File: src/rtl/frequency_measurement_controller.sv
// Sequences the two-tone analyzer through clear/measure/settle/capture windows
// and presents the captured totals and dominant-tone symbol on a valid/ready handshake.
module frequency_measurement_controller #(
  parameter int unsigned WINDOW_TICKS = 50000,
  parameter int unsigned CLEAR_TICKS  = 2,
  parameter int unsigned MIN_TICKS    = 1000
) (
  input  logic        clock,
  input  logic        clear,
  input  logic        start,
  input  logic        continuous,
  input  logic        stop,
  output logic        analyzer_enable,
  output logic        analyzer_clear_n,
  input  logic [31:0] f1_value,
  input  logic [31:0] f2_value,
  output logic [31:0] result_f1,
  output logic [31:0] result_f2,
  output logic [1:0]  symbol,
  output logic        result_valid,
  input  logic        result_ready,
  output logic        overrun,
  output logic        busy,
  output logic [15:0] window_count
);

  localparam int unsigned MAX_TICKS = (WINDOW_TICKS > CLEAR_TICKS) ? WINDOW_TICKS : CLEAR_TICKS;
  localparam int unsigned TW        = (MAX_TICKS > 1) ? $clog2(MAX_TICKS) : 1;
  localparam logic [TW-1:0] CLR_LOAD = TW'(CLEAR_TICKS - 1);
  localparam logic [TW-1:0] WIN_LOAD = TW'(WINDOW_TICKS - 1);
  localparam logic [31:0]   MIN_VAL  = 32'(MIN_TICKS);

  typedef enum logic [2:0] {
    S_IDLE,
    S_CLR,
    S_MEAS,
    S_SETTLE,
    S_CAPTURE
  } state_t;

  state_t        state_q, state_d;
  logic [TW-1:0] tick_q, tick_d;
  logic          enable_q, enable_d;
  logic          clear_n_q, clear_n_d;
  logic [31:0]   result_f1_q, result_f1_d;
  logic [31:0]   result_f2_q, result_f2_d;
  logic [1:0]    symbol_q, symbol_d;
  logic          valid_q, valid_d;
  logic          overrun_q, overrun_d;
  logic          busy_q, busy_d;
  logic [15:0]   window_count_q, window_count_d;
  logic          capture;
  logic [1:0]    symbol_now;

  always_comb begin
    if ((f1_value < MIN_VAL) && (f2_value < MIN_VAL)) symbol_now = 2'd0;
    else if (f1_value > f2_value)                     symbol_now = 2'd1;
    else if (f2_value > f1_value)                     symbol_now = 2'd2;
    else                                              symbol_now = 2'd3;
  end

  always_comb begin
    state_d        = state_q;
    tick_d         = tick_q;
    result_f1_d    = result_f1_q;
    result_f2_d    = result_f2_q;
    symbol_d       = symbol_q;
    valid_d        = valid_q;
    overrun_d      = overrun_q;
    window_count_d = window_count_q;
    capture        = 1'b0;

    case (state_q)
      S_IDLE: begin
        tick_d = '0;
        if (start && !stop) begin
          state_d   = S_CLR;
          tick_d    = CLR_LOAD;
          overrun_d = 1'b0;
        end
      end
      S_CLR: begin
        if (stop) begin
          state_d = S_IDLE;
          tick_d  = '0;
        end else if (tick_q == '0) begin
          state_d = S_MEAS;
          tick_d  = WIN_LOAD;
        end else begin
          tick_d = tick_q - TW'(1);
        end
      end
      S_MEAS: begin
        if (stop) begin
          state_d = S_IDLE;
          tick_d  = '0;
        end else if (tick_q == '0) begin
          state_d = S_SETTLE;
        end else begin
          tick_d = tick_q - TW'(1);
        end
      end
      S_SETTLE: begin
        state_d = stop ? S_IDLE : S_CAPTURE;
        tick_d  = '0;
      end
      S_CAPTURE: begin
        capture = 1'b1;
        if (continuous && !stop) begin
          state_d = S_CLR;
          tick_d  = CLR_LOAD;
        end else begin
          state_d = S_IDLE;
          tick_d  = '0;
        end
      end
      default: begin
        state_d = S_IDLE;
        tick_d  = '0;
      end
    endcase

    if (valid_q && result_ready) valid_d = 1'b0;

    // A capture always wins over a same-cycle handshake; only an unconsumed result counts as overrun.
    if (capture) begin
      result_f1_d    = f1_value;
      result_f2_d    = f2_value;
      symbol_d       = symbol_now;
      valid_d        = 1'b1;
      window_count_d = window_count_q + 16'd1;
      if (valid_q && !result_ready) overrun_d = 1'b1;
    end

    enable_d  = (state_d == S_MEAS);
    clear_n_d = (state_d == S_MEAS) || (state_d == S_SETTLE) || (state_d == S_CAPTURE);
    busy_d    = (state_d != S_IDLE);
  end

  always_ff @(posedge clock) begin
    if (clear) begin
      state_q        <= S_IDLE;
      tick_q         <= '0;
      enable_q       <= 1'b0;
      clear_n_q      <= 1'b0;
      result_f1_q    <= '0;
      result_f2_q    <= '0;
      symbol_q       <= '0;
      valid_q        <= 1'b0;
      overrun_q      <= 1'b0;
      busy_q         <= 1'b0;
      window_count_q <= '0;
    end else begin
      state_q        <= state_d;
      tick_q         <= tick_d;
      enable_q       <= enable_d;
      clear_n_q      <= clear_n_d;
      result_f1_q    <= result_f1_d;
      result_f2_q    <= result_f2_d;
      symbol_q       <= symbol_d;
      valid_q        <= valid_d;
      overrun_q      <= overrun_d;
      busy_q         <= busy_d;
      window_count_q <= window_count_d;
    end
  end

  assign analyzer_enable  = enable_q;
  assign analyzer_clear_n = clear_n_q;
  assign result_f1        = result_f1_q;
  assign result_f2        = result_f2_q;
  assign symbol           = symbol_q;
  assign result_valid     = valid_q;
  assign overrun          = overrun_q;
  assign busy             = busy_q;
  assign window_count     = window_count_q;

endmodule

File: config.mk
export PLATFORM = sky130hd
export DESIGN_NAME = frequency_measurement_controller
export DESIGN_NICKNAME = d
export VERILOG_FILES = /design/src/rtl/frequency_measurement_controller.sv
export SDC_FILE = /design/constraint.sdc
export NUM_CORES = 1
export LEC_CHECK = 0
export BUFFER_PORTS_ARGS = -buffer_cell sky130_fd_sc_hd__buf_4
export CAP_MARGIN = 20
export CORE_AREA = 2 2 104 106
export DETAILED_ROUTE_END_ITERATION = 10
export DIE_AREA = 0 0 106 108
export PLACE_DENSITY = 0.86
export SLEW_MARGIN = 20
export SYNTH_ARGS = -nofsm -noshare
export SYNTH_HDL_FRONTEND = slang
export SYNTH_SLANG_ARGS = --single-unit
File: constraint.sdc
create_clock -name clock -period 2.9 [get_ports clock]
set_clock_uncertainty 0.15 [all_clocks]
set_input_delay 0.145 -clock clock [delete_from_list [all_inputs] [get_ports clock]]
set_output_delay 0.145 -clock clock [all_outputs]
set_load 0.01 [all_outputs]
# After elaboration in Yosys (flattened, before gate mapping)
# Cells that the tools add are included.
# Widths: inputs -> output; s select.
totals:
  inputBits: 70
  latch_bits: 0
  ramBits: 0
  out_inout_bits: 87
  elab_cells: 63
  memories: 0
  ff_bits: 106
  romBits: 0
classes:
  div: 0
  shifts: 0
  n_mul: 0
  eq_ne: 8
  n_addsub: 2
  reduce_logical: 13
  magnitude_cmp: 4
  n_bitwise: 0
  muxes: 25
op_table:
  columns: ["operator", "count"]
  rows:
  - ["$gt 32x32->1", 2]
  - ["$lt 32x10->1 const B", 2]
  - ["$mux 16", 4]
  - ["$pmux 16 s4", 1]
  - ["$mux 3", 6]
  - ["$add 16x1->16 const B", 1]
  - ["$logic_not 16->1", 1]
  - ["$sub 16x1->16 const B", 1]
  - ["$pmux 3 s5", 1]
  - ["$eq 3x2->1 const B", 4]
  - ["$mux 1", 11]
  - ["$eq 3x3->1 const B", 2]
  - ["$logic_and 1x1->1", 5]
  - ["$mux 2", 2]
  - ["$eq 3x1->1 const B", 1]
  - ["$logic_not 3->1", 1]
  - ["$ne 3x3->1 const B", 1]
  - ["$reduce_bool 3->1", 1]
  - ["$logic_not 1->1", 2]
  - ["$logic_or 1x1->1", 2]
  - ["$reduce_bool 2->1", 1]

# Logic depth before layout (Yosys ltp)
depth:
  ltp_word: 7
  mapped_depth: 9
  depth_no_buf: 8

# Least setup slack after synthesis
# Ideal clock, no wire load.
synth_timing:
  path_type: "reg-to-reg"
  start: "register tick_q[2]"
  end: "register tick_q[10]"
  n_path_buf: 1
  t_arrival_ps: 1992
  setup_slack_ps: 625
  required_ps: 2617
  path_stages_with_launch: 8
  period_less_slack_ps: 2275
  cell_sequence: "dfxtp_1 or4_4 or3_4 nor4_4 buf_6 nor3_1 xnor2_1 nor2_1"
synth_via:
  elab_chain_len: 4
  word_cells_on_any_way: 8
  classes_between: "add/sub (1); eq/ne (1); mux (5); reduce/logical (1)"
synth_rtl:
  columns: ["element", "line_no", "text"]
  rows:
  - ["start, declared", "42", "logic [TW-1:0] tick_q, tick_d;"]
  - ["start signal, assigned", "155", "tick_q <= tick_d;"]
  - ["$sub 16x1->16 or $logic_not 16->1 (tied branches)", null, null]
  - ["$mux 16 (on tied branches)", "97, 86", null]
  - ["$mux 16 (on tied branches)", "94, 83", null]
  - ["$pmux 16 s4", "73", "case (state_q)"]
# Several ways; a longest one is shown, not always the timed one. The select of a mux whose other input is x is not followed.
# A chain may end at the register's enable or synchronous reset.

# Final worst setup path
layout_timing:
  start: "register tick_q[2]"
  end: "register tick_q[5]"
# Same word-level chain as after synthesis.

==> impl_metrics.prom <==
# TYPE chip_impl_metric gauge
chip_impl_metric{name="global_route.usage.total",unit=""} 0.281
chip_impl_metric{name="route.antenna.remaining_nets",unit=""} 0
chip_impl_metric{name="max_slew.worst_pin.slew",unit="ps"} 1010
chip_impl_metric{name="edff_count_synth",unit=""} 0
chip_impl_metric{name="leakagePower",unit="nW"} 3.12
chip_impl_metric{name="grt_first_pass_wirelength",unit="mm"} 26.1
chip_impl_metric{name="tritoncts.num_buffers",unit=""} 9
chip_impl_metric{name="postLayoutCoreUtil",unit=""} 0.704
chip_impl_metric{name="final-setup-viol-count",unit=""} 0
chip_impl_metric{name="period_share",unit=""} 0.885
chip_impl_metric{name="max-clock-path-buffers",unit=""} 2
chip_impl_metric{name="die_height",unit="um"} 108
chip_impl_metric{name="first_global_vias",unit=""} 5658
chip_impl_metric{name="post_route_drc_violation_count",unit=""} 0
chip_impl_metric{name="hpwlAfterDp",unit="mm"} 10.4
chip_impl_info{name="cp_max_delay_cell",value="or4_4"} 1
chip_impl_metric{name="place_inst",unit=""} 903
chip_impl_metric{name="ios",unit=""} 157
chip_impl_metric{name="die-area",unit="um^2"} 11400
chip_impl_metric{name="ys_async_sr_fraction",unit=""} 0
chip_impl_metric{name="groute.layer.met3.usage",unit=""} 0.0639
chip_impl_metric{name="min_period",unit="ps"} 2570
chip_impl_info{name="worst-setup-path-type",value="reg -> reg"} 1
chip_impl_metric{name="htree_num_levels",unit=""} 3
chip_impl_info{name="synth_top_flop_cell",value="dfxtp_1"} 1
chip_impl_metric{name="cellInternalPower",unit="W"} 0.00209
chip_impl_metric{name="clock_network_fraction_of_design_power",unit=""} 0.306
chip_impl_metric{name="power.net_switching",unit="W"} 0.000775
chip_impl_metric{name="crit_required",unit="ps"} 2970
chip_impl_metric{name="final_hold_viol_count",unit=""} 0
chip_impl_metric{name="clock_latency_on_the_worst_skew_pair",unit="ps"} 360
chip_impl_metric{name="vias",unit=""} 5454
chip_impl_info{name="gr-max-usage-layer",value="met2"} 1
chip_impl_metric{name="syn_area",unit="um^2"} 5070
chip_impl_metric{name="floorplan.initialDensity",unit=""} 0.496
chip_impl_info{name="end_kind",value="register"} 1
chip_impl_metric{name="timing.critical_path.arrival",unit="ps"} 2640
chip_impl_metric{name="area_growth",unit="%"} 42.0
chip_impl_metric{name="routabilityCongestion",unit=""} 0.885
chip_impl_metric{name="routed_wire_length_per_instance",unit="um"} 16.2
chip_impl_metric{name="die_outline_width",unit="um"} 106
chip_impl_metric{name="finalSetupTns",unit="ps"} 0
chip_impl_metric{name="comb_power_share",unit=""} 0.177
chip_impl_metric{name="detail_route.first_pass.iterations",unit=""} 7
chip_impl_metric{name="final-instance-count-excl-fill",unit=""} 990
chip_impl_metric{name="portBuffers",unit=""} 156
chip_impl_metric{name="setup_slack",unit="ps"} 333
chip_impl_metric{name="max_slew_violation_count",unit=""} 0
chip_impl_metric{name="worst_slew_margin_rel",unit=""} 0.327
chip_impl_metric{name="final.fill_count",unit=""} 735
chip_impl_metric{name="power_frac_seq",unit=""} 0.517
chip_impl_metric{name="use_met1",unit=""} 0.311
chip_impl_metric{name="crit_path_max_incr_delay",unit="ps"} 570
chip_impl_metric{name="clock_sink_count",unit=""} 106
chip_impl_metric{name="max_freq",unit="MHz"} 390
chip_impl_metric{name="final_layout_size_suffix_gt1_frac",unit=""} 0.224
chip_impl_metric{name="netlist_instances",unit=""} 636
chip_impl_metric{name="synth.net_count",unit=""} 741
chip_impl_metric{name="netSwitchingFraction",unit=""} 0.271
chip_impl_metric{name="antenna_violations_before_repair",unit=""} 3
chip_impl_metric{name="worstPathMaxFanout",unit=""} 7
chip_impl_metric{name="floorplan.core_area",unit="um^2"} 10200
chip_impl_metric{name="drt_wl_total",unit="mm"} 16.1
chip_impl_metric{name="yosysSeqAreaShare",unit=""} 0.418
chip_impl_metric{name="global_route.usage.met2",unit=""} 0.492
chip_impl_metric{name="synth.yosys.warnings",unit=""} 0
chip_impl_info{name="cts_tree",value="built"} 1
chip_impl_metric{name="place_ws",unit="ps"} 352
chip_impl_metric{name="drv_cap",unit=""} 0
chip_impl_metric{name="vias_per_cell",unit=""} 5.51
chip_impl_metric{name="syn_avg_cell_area",unit="um^2"} 7.98
chip_impl_info{name="hold_class",value="in -> reg"} 1
chip_impl_metric{name="post_cts.resized_instances",unit=""} 0
chip_impl_metric{name="net_count_final",unit=""} 950
chip_impl_metric{name="detail_route.iter0.violations",unit=""} 418
chip_impl_metric{name="post_cts_clock_slew_at_the_launch_and_capture_registers_of_the_worst_setup_and_hold_paths",unit="ps"} 90
chip_impl_info{name="critical_path.startpoint_type",value="register"} 1
chip_impl_metric{name="global_route.overflow_total",unit=""} 0
chip_impl_metric{name="postSynthRegisterBits",unit=""} 106
chip_impl_metric{name="power.density",unit="nW/um^2"} 398
chip_impl_metric{name="ir_worst_vdd",unit="uV"} 229
chip_impl_metric{name="std_cell_rows",unit=""} 37
chip_impl_info{name="rsz_0062_raised_after_global_routing",value="false"} 1
chip_impl_metric{name="grt_start_max_net_pins",unit=""} 95
chip_impl_metric{name="synthDistinctLibCells",unit=""} 52
chip_impl_info{name="cts_root_buf",value="clkbuf_8"} 1
chip_impl_info{name="status",value="complete, no violations"} 1
chip_impl_info{name="cp_cell_sequence",value="or4_4, or3_4, nor4_4, buf_4, nor4_1, xnor2_1, nor2_1"} 1
-- power groups by stage --
| stage | sequential, W | combinational (W) | clock, W |
|---|---|---|---|
| final | 0.00148 | 0.000508 | 0.000877 |
| after global routing | 0.00148 | 0.000558 | 0.000954 |
| after CTS | 0.00148 | 0.000496 | 0.000888 |
| after detailed placement | 0.00151 | 0.000420 | 0 |
| after global placement | 0.00151 | 0.000403 | 0 |
| after floorplan | 0.00151 | 0.000263 | 0 |
-- synth_stat cells, drive strengths merged, types with 13 or more instances --
master | n | area [um^2]
dfxtp | 106 | 2120
o21ai | 14 | 70.1
nor2 | 40 | 150
nand2 | 145 | 544
nor3 | 17 | 85.1
nor4 | 17 | 128
clkbuf | 23 | 86.3
inv | 34 | 128
ha | 35 | 438
xor2 | 13 | 114
nand4 | 14 | 87.6
a21oi | 87 | 435
-- layout make-up --
type	instances	area, um^2	area share
Multi-Input combinational cell	467	2720	0.377
Sequential cell	106	2120	0.294
Timing Repair Buffer	227	1870	0.260
Tap cell	136	170	0.0236
Clock buffer	11	151	0.0210
Inverter	34	128	0.0177
Clock inverter	5	37.5	0.00521
Antenna cell	4	10.0	0.00139
-- repair_timing --
item,in CTS,in global routing
endpoints found under the hold margin,71,0
buffers inserted,0,0
hold buffers,67,0
-- placed cells by master, fill, tap and decap left out, drive strengths merged, types with 3 or more instances in the layout --
master	count
or2	4
ha	35
o21ai	14
nand2	145
or3b	3
o21a	4
or4	5
and3	4
diode	4
a21o	6
dlygate4sd3	67
clkbuf	11
nand4	14
dfxtp	106
nand2b	4
nor4	17
or3	8
xor2	13
a211oi	3
inv	35
and2	3
xnor2	11
buf	160
nor2	40
nor3	17
a21oi	87
nand3	8
nor2b	3
-- metal layers --
layer | vias up | wire length, um | part of all wire
met5 | - | 0 | 0
li1 | 2593 | - | -
met3 | 69 | 1060 | 0.066
met4 | 0 | 783 | 0.049
met1 | 2536 | 6160 | 0.38
met2 | 256 | 8060 | 0.50
-- state kept, by name, indices dropped and copies added (netlist names) --
register and cells:
busy 1, analyzer_enable 1, result_valid 1, overrun 1, symbol 2, window_count 16
state_q 3, analyzer_clear_n 1, result_f2 32, result_f1 32, tick_q 16
-- kinds of logic (layout without fill, tap and decap cells) --
| group | after synthesis | in the layout | share of synthesized area |
|---|---|---|---|
| flip-flops | 106 | 106 | 0.418 |
| AND/OR/NAND/NOR | 280 | 280 | 0.261 |
| adder cells (fa/ha/maj) | 36 | 36 | 0.0883 |
| multiplexers | 1 | 1 | 0.00197 |
| other | 0 | 4 | 0 |
| AO/OA/AOI/OAI | 126 | 126 | 0.141 |
| XOR/XNOR | 24 | 24 | 0.0414 |
| buffers and inverters | 63 | 277 | 0.0483 |
-- worst max-delay path, delay by kind of cell, from the launching register on --
kind	cells	cell delay [ps]
AND/OR/NAND/NOR	5	1530
buffers and inverters	1	240
XOR/XNOR	1	140
flip-flops	1	370
-- path summary, 6_finish.rpt --
| kind | cells past startpoint | start | end | slack (ps) |
|---|---|---|---|---|
| min | 4 | continuous | state_q[0] | 170 |
| max | 7 | tick_q[2] | tick_q[5] | 330 |
| min reg2reg | 2 | result_f1[31] | result_f1[31] | 310 |
| max reg2reg | 7 | tick_q[2] | tick_q[5] | 330 |
-- metrics by stage --
step                instance area (um^2)  hold WS (ps)  power [W]
finish                              7210           170    0.00287
global route                        7200           183    0.00299
CTS                                 7200           151    0.00286
detailed placement                  6340           267    0.00193
global placement                    6340           257    0.00191
floorplan                           5070          91.1    0.00177
Power figures use the tool's default switching activity.
